==> src/rtl/nvme_doorbell_axil.sv <==
// Coalescing doorbell writer: queues per-doorbell tail/head updates and drains them as
// single AXI-Lite writes, round-robin across doorbells, one write outstanding at a time.
module nvme_doorbell_axil #(
    parameter int unsigned NL_ADDR_WIDTH = 32,
    parameter int unsigned NL_DATA_WIDTH = 32,
    parameter int unsigned NUM_DB        = 4,
    parameter logic [NL_ADDR_WIDTH-1:0] DB_BASE = 32'h1000,
    parameter int unsigned DSTRD         = 0,
    localparam int unsigned IW = (NUM_DB > 1) ? $clog2(NUM_DB) : 1
) (
    input  logic                       clk,
    input  logic                       rstn,
    input  logic                       db_valid,
    output logic                       db_ready,
    input  logic [IW-1:0]              db_idx,
    input  logic [15:0]                db_value,
    output logic [NL_ADDR_WIDTH-1:0]   nl_awaddr,
    output logic                       nl_awvalid,
    input  logic                       nl_awready,
    output logic [NL_DATA_WIDTH-1:0]   nl_wdata,
    output logic [NL_DATA_WIDTH/8-1:0] nl_wstrb,
    output logic                       nl_wvalid,
    input  logic                       nl_wready,
    input  logic [1:0]                 nl_bresp,
    input  logic                       nl_bvalid,
    output logic                       nl_bready,
    output logic                       busy,
    output logic                       err,
    output logic [IW-1:0]              err_idx
);

    localparam logic [1:0] StIdle = 2'd0;
    localparam logic [1:0] StAddr = 2'd1;
    localparam logic [1:0] StResp = 2'd2;

    logic [1:0]        state_q, state_d;
    logic [NUM_DB-1:0] pend_q, pend_d;
    logic [15:0]       val_q [NUM_DB];
    logic [15:0]       val_d [NUM_DB];
    logic [IW-1:0]     rr_ptr_q, rr_ptr_d;
    logic [IW-1:0]     cur_idx_q, cur_idx_d;
    logic [15:0]       cur_val_q, cur_val_d;
    logic              aw_done_q, aw_done_d;
    logic              w_done_q, w_done_d;
    logic              err_q, err_d;
    logic [IW-1:0]     err_idx_q, err_idx_d;

    logic          pick_found;
    logic [IW-1:0] pick_idx;
    logic [IW-1:0] cand;
    logic          active;

    // First pending doorbell at or after rr_ptr, wrapping.
    always_comb begin
        pick_found = 1'b0;
        pick_idx   = '0;
        cand       = '0;
        for (int unsigned i = 0; i < NUM_DB; i++) begin
            cand = IW'((32'(rr_ptr_q) + i) % NUM_DB);
            if (!pick_found && pend_q[cand]) begin
                pick_found = 1'b1;
                pick_idx   = cand;
            end
        end
    end

    always_comb begin
        state_d   = state_q;
        pend_d    = pend_q;
        val_d     = val_q;
        rr_ptr_d  = rr_ptr_q;
        cur_idx_d = cur_idx_q;
        cur_val_d = cur_val_q;
        aw_done_d = aw_done_q;
        w_done_d  = w_done_q;
        err_d     = err_q;
        err_idx_d = err_idx_q;

        case (state_q)
            StIdle: begin
                if (pick_found) begin
                    cur_idx_d        = pick_idx;
                    cur_val_d        = val_q[pick_idx];
                    pend_d[pick_idx] = 1'b0;
                    rr_ptr_d         = (pick_idx == IW'(NUM_DB - 1)) ? '0 : pick_idx + 1'b1;
                    aw_done_d        = 1'b0;
                    w_done_d         = 1'b0;
                    state_d          = StAddr;
                end
            end
            StAddr: begin
                aw_done_d = aw_done_q | (nl_awvalid & nl_awready);
                w_done_d  = w_done_q | (nl_wvalid & nl_wready);
                if (aw_done_d && w_done_d) begin
                    aw_done_d = 1'b0;
                    w_done_d  = 1'b0;
                    state_d   = StResp;
                end
            end
            StResp: begin
                if (nl_bvalid) begin
                    state_d = StIdle;
                    if (nl_bresp != 2'b00 && !err_q) begin
                        err_d     = 1'b1;
                        err_idx_d = cur_idx_q;
                    end
                end
            end
            default: state_d = StIdle;
        endcase

        // Applied after the pick so a same-cycle request to cur_idx stays pending.
        if (db_valid && (32'(db_idx) < NUM_DB)) begin
            pend_d[db_idx] = 1'b1;
            val_d[db_idx]  = db_value;
        end
    end

    always_ff @(posedge clk or negedge rstn) begin
        if (!rstn) begin
            state_q   <= StIdle;
            pend_q    <= '0;
            for (int unsigned i = 0; i < NUM_DB; i++) val_q[i] <= '0;
            rr_ptr_q  <= '0;
            cur_idx_q <= '0;
            cur_val_q <= '0;
            aw_done_q <= 1'b0;
            w_done_q  <= 1'b0;
            err_q     <= 1'b0;
            err_idx_q <= '0;
        end else begin
            state_q   <= state_d;
            pend_q    <= pend_d;
            val_q     <= val_d;
            rr_ptr_q  <= rr_ptr_d;
            cur_idx_q <= cur_idx_d;
            cur_val_q <= cur_val_d;
            aw_done_q <= aw_done_d;
            w_done_q  <= w_done_d;
            err_q     <= err_d;
            err_idx_q <= err_idx_d;
        end
    end

    assign active     = (state_q != StIdle);
    assign db_ready   = 1'b1;
    assign nl_awvalid = (state_q == StAddr) && !aw_done_q;
    assign nl_wvalid  = (state_q == StAddr) && !w_done_q;
    assign nl_bready  = (state_q == StResp);
    // Address/data buses are held at zero while idle so the block is quiet out of reset.
    assign nl_awaddr  = active ? DB_BASE + (NL_ADDR_WIDTH'(cur_idx_q) << (2 + DSTRD)) : '0;
    assign nl_wdata   = active ? NL_DATA_WIDTH'(cur_val_q) : '0;
    assign nl_wstrb   = active ? '1 : '0;
    assign busy       = (|pend_q) | active;
    assign err        = err_q;
    assign err_idx    = err_idx_q;

endmodule

==> config.mk <==
export PLATFORM = sky130hd
export DESIGN_NAME = nvme_doorbell_axil
export DESIGN_NICKNAME = d
export VERILOG_FILES = /design/src/rtl/nvme_doorbell_axil.sv
export SDC_FILE = /design/constraint.sdc
export NUM_CORES = 1
export LEC_CHECK = 0
export CORE_MARGIN = 2
export CORE_UTILIZATION = 51
export DETAILED_ROUTE_END_ITERATION = 12
export GPL_TIMING_DRIVEN = 0
export MAX_ROUTING_LAYER = met4
export PLACE_DENSITY_LB_ADDON = 0.25
export SETUP_SLACK_MARGIN = 0.02
export SYNTH_ARGS = -nofsm -noshare
export SYNTH_HDL_FRONTEND = slang
export SYNTH_SLANG_ARGS = --single-unit
==> constraint.sdc <==
create_clock -name clk -period 2.2 [get_ports clk]
set_input_delay 0.44 -clock clk [delete_from_list [all_inputs] [get_ports clk]]
set_output_delay 0.44 -clock clk [all_outputs]
set_load 0.005 [all_outputs]
==> impl_metrics.json, run 1 <==
{
  "power_switching_uw": 2610,
  "placed_cell_area_um2": 5580,
  "max-cap-violations": 0,
  "fin_crit_ns": 2.13,
  "swShare_pct": 35.4,
  "cp_cell_sequence": "clkdlybuf4s50_1, nand3_1, clkbuf_1, mux2_2",
  "synthFlopType": "dfrtp_1",
  "clk_latency_ns": 0.35,
  "wire_per_inst_um": 15.7,
  "slew_violations": 0,
  "grt_max_degree": 74,
  "num_antenna_cells": 0,
  "grt_pass1_wl_um": 15300,
  "wl_um": 9640,
  "holdWs_ns": 0.483,
  "syn_inst": 380,
  "hpwl_um": 6530,
  "grt_setup_unrepaired": "true",
  "fin_crit_sh_pct": 97.0,
  "clkTransAtPathRegs_ns": 0.09,
  "fin_cells": 615,
  "vdd_drop_max_v": 0.000599,
  "yosys_warnings": 0,
  "drcViolationCount": 0,
  "critPathTopFamily": "buffers and inverters",
  "synthMuxAreaShare_pct": 22.8,
  "synth-xor-area-share_pct": 0,
  "drt_iter0_drc": 110,
  "die-area_um2": 10000,
  "leakage_uw": 0.00284,
  "dp_cells": 591,
  "rr_startpoint": "rr_ptr_q[1]",
  "yosys.cell_types.count": 35,
  "netlist_area_um2": 4700,
  "dr.pass1.iters": 4,
  "area_growth_pct": 26.4,
  "portBuffers": 55,
  "preCtsSetupSlack_ns": -0.300,
  "power_frac_comb_pct": 48.7,
  "avgViaCountPerCell": 5.07,
  "fin_nets": 527,
  "synth_area_leaders": "dfrtp_1 (51%), mux2_2 (16%), buf_4 (8.1%)",
  "cts_tree": "built",
  "antenna_left": 0,
  "vias": 3117,
  "rows": 35,
  "syn_avg_cell_area_um2": 12.4,
  "numCtsBuffers": 9,
  "power_density_nw_per_um2": 1240,
  "root_buffer": "clkbuf_8",
  "slowest_delay_ns": 0.63,
  "path_buf_inv": 2,
  "finClkSkew_ns": 0.00673,
  "yosys_register_bits": 95,
  "fin_area_um2": 5940,
  "final_hold_viol_count": 0,
  "finalSetupViolCount": 0,
  "outcome": "finished, final reports clean",
  "cts_max_level": 3,
  "crit_type": "input pin to flop",
  "grt_use_total_pct": 20.6,
  "io_pins": 102,
  "yosys.area_share.adder_pct": 0.266,
  "fp.dieH_um": 100,
  "arrival_ns": 2.38,
  "power.internal_uw": 4780,
  "power_frac_seq_pct": 34.8,
  "grt_pass1_vias": 3072,
  "hold_class": "flop to flop",
  "synthSimpleGateAreaFrac_pct": 8.62,
  "hold_start": "cur_val_q[0]",
  "final.setup.worst_slack_ns": 0.0656,
  "antenna_found_initial": 0,
  "cp_slowest_cell": "clkbuf_1",
  "die_x_um": 100,
  "crit_required_ns": 2.44,
  "synth-edff-count": 0,
  "cp-start-kind": "input pin",
  "async_flop_share_pct": 100,
  "fp.coreArea_um2": 9110,
  "worst_pin_slew_ns": 0.765,
  "seq_area_frac_synth_pct": 50.6,
  "synth_top_area_share_pct": 50.6,
  "clkPwrFrac_pct": 16.5,
  "synth_top_family_by_area": "multiplexers",
  "ctsLongestPathBuffers": 2,
  "p_total_uw": 7390,
  "synth_compound_area_share_pct": 6.81,
  "synth_area_leader_cell": "dfrtp_1",
  "relSlewSlack_pct": 49.0,
  "drive_gt1_share_pct": 35.5,
  "timing.fmax_ghz": 0.469,
  "cts.sinks": 95,
  "end_kind": "flop",
  "cp-startpoint": "db_idx[1]",
  "grt.overflow.total": 0,
  "start_util_pct": 51.6,
  "path_max_fanout": 10,
  "gp_congestion": 0.793
}
[power by group through the flow]
| stage | registers (uW) | logic [uW] | clock network [uW] |
|---|---|---|---|
| 2_1_floorplan | 2510 | 2250 | 0 |
| 3_3_place_gp | 2570 | 3320 | 0 |
| 3_5_place_dp | 2600 | 3400 | 0 |
| 4_1_cts | 2560 | 3580 | 1240 |
| 5_1_grt | 2640 | 3890 | 1310 |
| 6_report | 2570 | 3600 | 1220 |
[flip-flops by register name, indices dropped and copies added (netlist names)]
signal     count
cur_val_q     16
w_done_q       1
rr_ptr_q       2
pend_q         4
cur_idx_q      2
state_q        2
err            1
err_idx        2
val_q         64
aw_done_q      1
[layer usage]
| layer | track usage (%) | vias to the layer above | routed length (um) |
|---|---|---|---|
| met5 | - | - | 0 |
| met4 | 6.64 | 0 | 178 |
| met3 | 3.41 | 16 | 516 |
| met2 | 34.1 | 97 | 4690 |
| met1 | 26.1 | 1528 | 4260 |
| li1 | - | 1476 | - |
[stage by stage]
stage                     TNS (ns)  util (%)
after floorplan                  0         -
after global placement     -265.25      61.0
after detailed placement     -9.68      61.3
after CTS                        0      64.6
after global routing       -0.0203      65.2
final                            0      65.2
[worst paths after layout]
path	to	slack, ns	depth (start not counted)
worst max register to register	rr_ptr_q[1]	0.16	7
min in group asynchronous	err	0.53	2
max in group asynchronous	val_q[39]	1.02	3
worst min-delay path	cur_val_q[0]	0.48	2
worst min register to register	cur_val_q[0]	0.48	2
worst max-delay path	val_q[11]	0.07	4
[repair_timing]
action,CTS,global route
setup buffers,7,1
pin swaps,1,1
endpoints found under the setup margin,23,30
hold buffers,1,0
hold endpoints to repair,22,0
gates resized for setup,14,17
[worst reg2reg max path, cell delays in order, from the launching register on]
cell,delay (ns)
dfrtp_1,0.43
mux2i_1,0.24
o22ai_2,0.15
nor2_4,0.31
buf_6,0.25
inv_1,0.08
ha_1,0.30
o21ai_0,0.21
[area by class of cell]
type	count	area, um2
buffer	65	504
clock buffer	9	124
clock inverter	6	86.3
fill	740	3170
inverter	5	18.8
multi-input combinational	259	2020
sequential	95	2380
tap	111	139
timing repair buffer	65	673
[cells in the final DEF, fill, tap and decap left out, drive strengths merged, types with 3 or more instances in the layout]
cell           count
dfrtp             95
buf               73
mux2              66
conb              46
clkdlybuf4s50     42
mux2i             33
nand2             33
nor2b             19
o221ai            17
clkbuf            11
nor2              10
dlymetal6s2s       8
o21ai              8
a21oi              6
nand2b             5
inv                5
dlygate4sd2        4
clkinv             3
[cells by family after synthesis]
group                    after synthesis
AO/OA/AOI/OAI                         35
adder cells (fa/ha/maj)                1
buffers and inverters                 70
flip-flops                            95
multiplexers                          99
other                                  2
AND/OR/NAND/NOR                       78
[Yosys cell counts, types with 2 or more instances]
| cell type | n |
|---|---|
| a21oi_1 | 6 |
| buf_2 | 4 |
| buf_4 | 51 |
| buf_6 | 6 |
| clkbuf_1 | 4 |
| conb_1 | 2 |
| dfrtp_1 | 95 |
| inv_1 | 5 |
| mux2_2 | 66 |
| mux2i_1 | 33 |
| nand2_1 | 33 |
| nand2b_1 | 5 |
| nand3b_1 | 2 |
| nor2_1 | 9 |
| nor2b_1 | 19 |
| o21ai_0 | 6 |
| o221ai_1 | 8 |
| o221ai_2 | 9 |
Power figures use the tool's default switching activity.
==> run 2, diff against run 1 <==
CORE_UTILIZATION = 55   (was 51)
clock period = 2.6 ns   (was 2.2 ns; I/O delays follow)
==> run 2 against run 1 <==
Compared with the run above:
- sequential share of layout area rose by 0.50 points
- clock skew barely moved
- non-clock buffer count fell by 9
- wire length rose by 2.1%
- critical path type is now flop to output pin
- critical endpoint is now nl_wdata[6]
- highest routed layer unchanged
==> impl_metrics.json, run 2 (synthesis results as in run 1) <==
{
  "outcome": "finished, final reports clean",
  "grt_max_degree": 52,
  "end_kind": "output pin",
  "wl_um": 9840,
  "portBuffers": 55,
  "slew_violations": 0,
  "arrival_ns": 1.97,
  "grt_pass1_vias": 3037,
  "fin_nets": 518,
  "placed_cell_area_um2": 5570,
  "io_pins": 102,
  "die-area_um2": 9300,
  "finalSetupViolCount": 0,
  "cts_hold_buffers": 0,
  "num_antenna_cells": 0,
  "r2r_setup_slack_ns": 0.58,
  "n_fill_cell": 582,
  "largest_reg_flops": 64,
  "clk_latency_ns": 0.36,
  "final_hold_viol_count": 0,
  "numCtsBuffers": 9,
  "grt_setup_unrepaired": "false",
  "power_density_nw_per_um2": 1090,
  "finClkSkew_ns": 0.00697,
  "dp_cells": 585,
  "wire_per_inst_um": 16.4,
  "fp.dieH_um": 96.5,
  "rows": 33,
  "area_growth_pct": 24.7,
  "vias": 3105,
  "antenna_found_initial": 0,
  "path_max_fanout": 10,
  "worst_pin_slew_ns": 0.693,
  "post_cts_buffers": 0,
  "timing.fmax_ghz": 0.402,
  "cp-start-kind": "flop",
  "root_buffer": "clkbuf_8",
  "cts_max_level": 3,
  "vdd_drop_max_v": 0.000622,
  "grt.overflow.total": 0,
  "gp_congestion": 0.809,
  "cts.sinks": 95,
  "fin_crit_sh_pct": 95.7,
  "crit_type": "flop to output pin",
  "hold_class": "input pin to async pin",
  "final_common_cell": "dfrtp_1",
  "ctsLongestPathBuffers": 2,
  "fin_crit_ns": 2.49,
  "start_util_pct": 56.9,
  "grt_pass1_wl_um": 15500,
  "layout_common_cells": "dfrtp_1 (95), mux2_2 (66), clkdlybuf4s50_1 (54)",
  "rr_worst_depth": 7,
  "drt_iter0_drc": 183,
  "max-cap-violations": 0,
  "hpwl_um": 6470,
  "fin_cells": 601,
  "relSlewSlack_pct": 53.6,
  "dr.pass1.iters": 4,
  "die_x_um": 96.5,
  "crit_required_ns": 2.08,
  "avgViaCountPerCell": 5.17,
  "clkTransAtPathRegs_ns": 0.09,
  "drcViolationCount": 0,
  "grt_use_total_pct": 23.3,
  "cts_tree": "built",
  "leakage_uw": 0.00274,
  "top_register": "val_q",
  "antenna_left": 0,
  "fin_area_um2": 5860,
  "fp.coreArea_um2": 8260,
  "drive_gt1_share_pct": 33.1,
  "reg.largest.list": "val_q x64, cur_val_q x16, pend_q x4"
}
## run 2: changes by cell type in the layout (fill, tap and decap cells not counted), sizes merged, moves of 3 or more
cell	before	now
buf	73	64
clkbuf	11	14
clkdlybuf4s50	42	54
clkinv	3	0
dlygate4sd2	4	0
dlymetal6s2s	8	0
## run 2: routing by layer
metal  GRT usage [%]  share of wire (%)  up-vias
met5               -                  0        -
met2            38.3                 49      120
met4            8.69                1.7        0
met1            29.8                 43     1520
li1                -                  -     1450
met3            3.26                6.5       15
## run 2: per-stage QoR
stage	hold slack (ns)	util [%]	setup TNS, ns	total power (uW)	setup WS (ns)
6_report	0.167	71.0	0	6410	0.112
4_1_cts	0.175	70.9	0	6430	0.0372
3_3_place_gp	0.462	67.2	-219.82	4990	-2.32
3_5_place_dp	0.462	67.5	0	5090	0.0337
5_1_grt	0.196	71.0	0	6800	0.0416
2_1_floorplan	0.224	-	0	4030	0.905
## run 2: repair_timing
| action | CTS | global route |
|---|---|---|
| setup endpoints to repair | 23 | 14 |
| resized for setup | 3 | 3 |
| gates cloned | 0 | 0 |
## run 2: path summary, 6_finish.rpt
| path | startpoint | to |
|---|---|---|
| setup / recovery | state_q[0] | nl_wdata[6] |
| hold / removal | rstn | val_q[10] |
| setup reg to reg | rr_ptr_q[1] | rr_ptr_q[1] |
| hold reg to reg | cur_val_q[12] | cur_val_q[12] |
| max in group asynchronous | rstn | val_q[61] |
| min in group clk | cur_val_q[12] | cur_val_q[12] |
## run 2: power by group
part / leakage [uW] / switching (uW) / internal [uW]
Combinational: 0.00146 / 1420 / 1510
Clock: 0.000136 / 504 / 789
Sequential: 0.00114 / 287 / 1900
## run 2: layout make-up
class	instances	area (um2)	share of cell area, %
sequential	95	2380	40.5
multi-input combinational	259	1990	33.9
timing repair buffer	56	576	9.82
buffer	65	494	8.43
clock buffer	11	151	2.58
tap	105	131	2.24
clock inverter	5	128	2.18
inverter	5	18.8	0.320
## run 2: critical path, stage by stage (launching register included)
cell and delay [ns]:
dfrtp_1 0.48, nor2_2 0.09, clkbuf_2 0.25, nor2b_1 0.25, clkdlybuf4s50_1 0.54
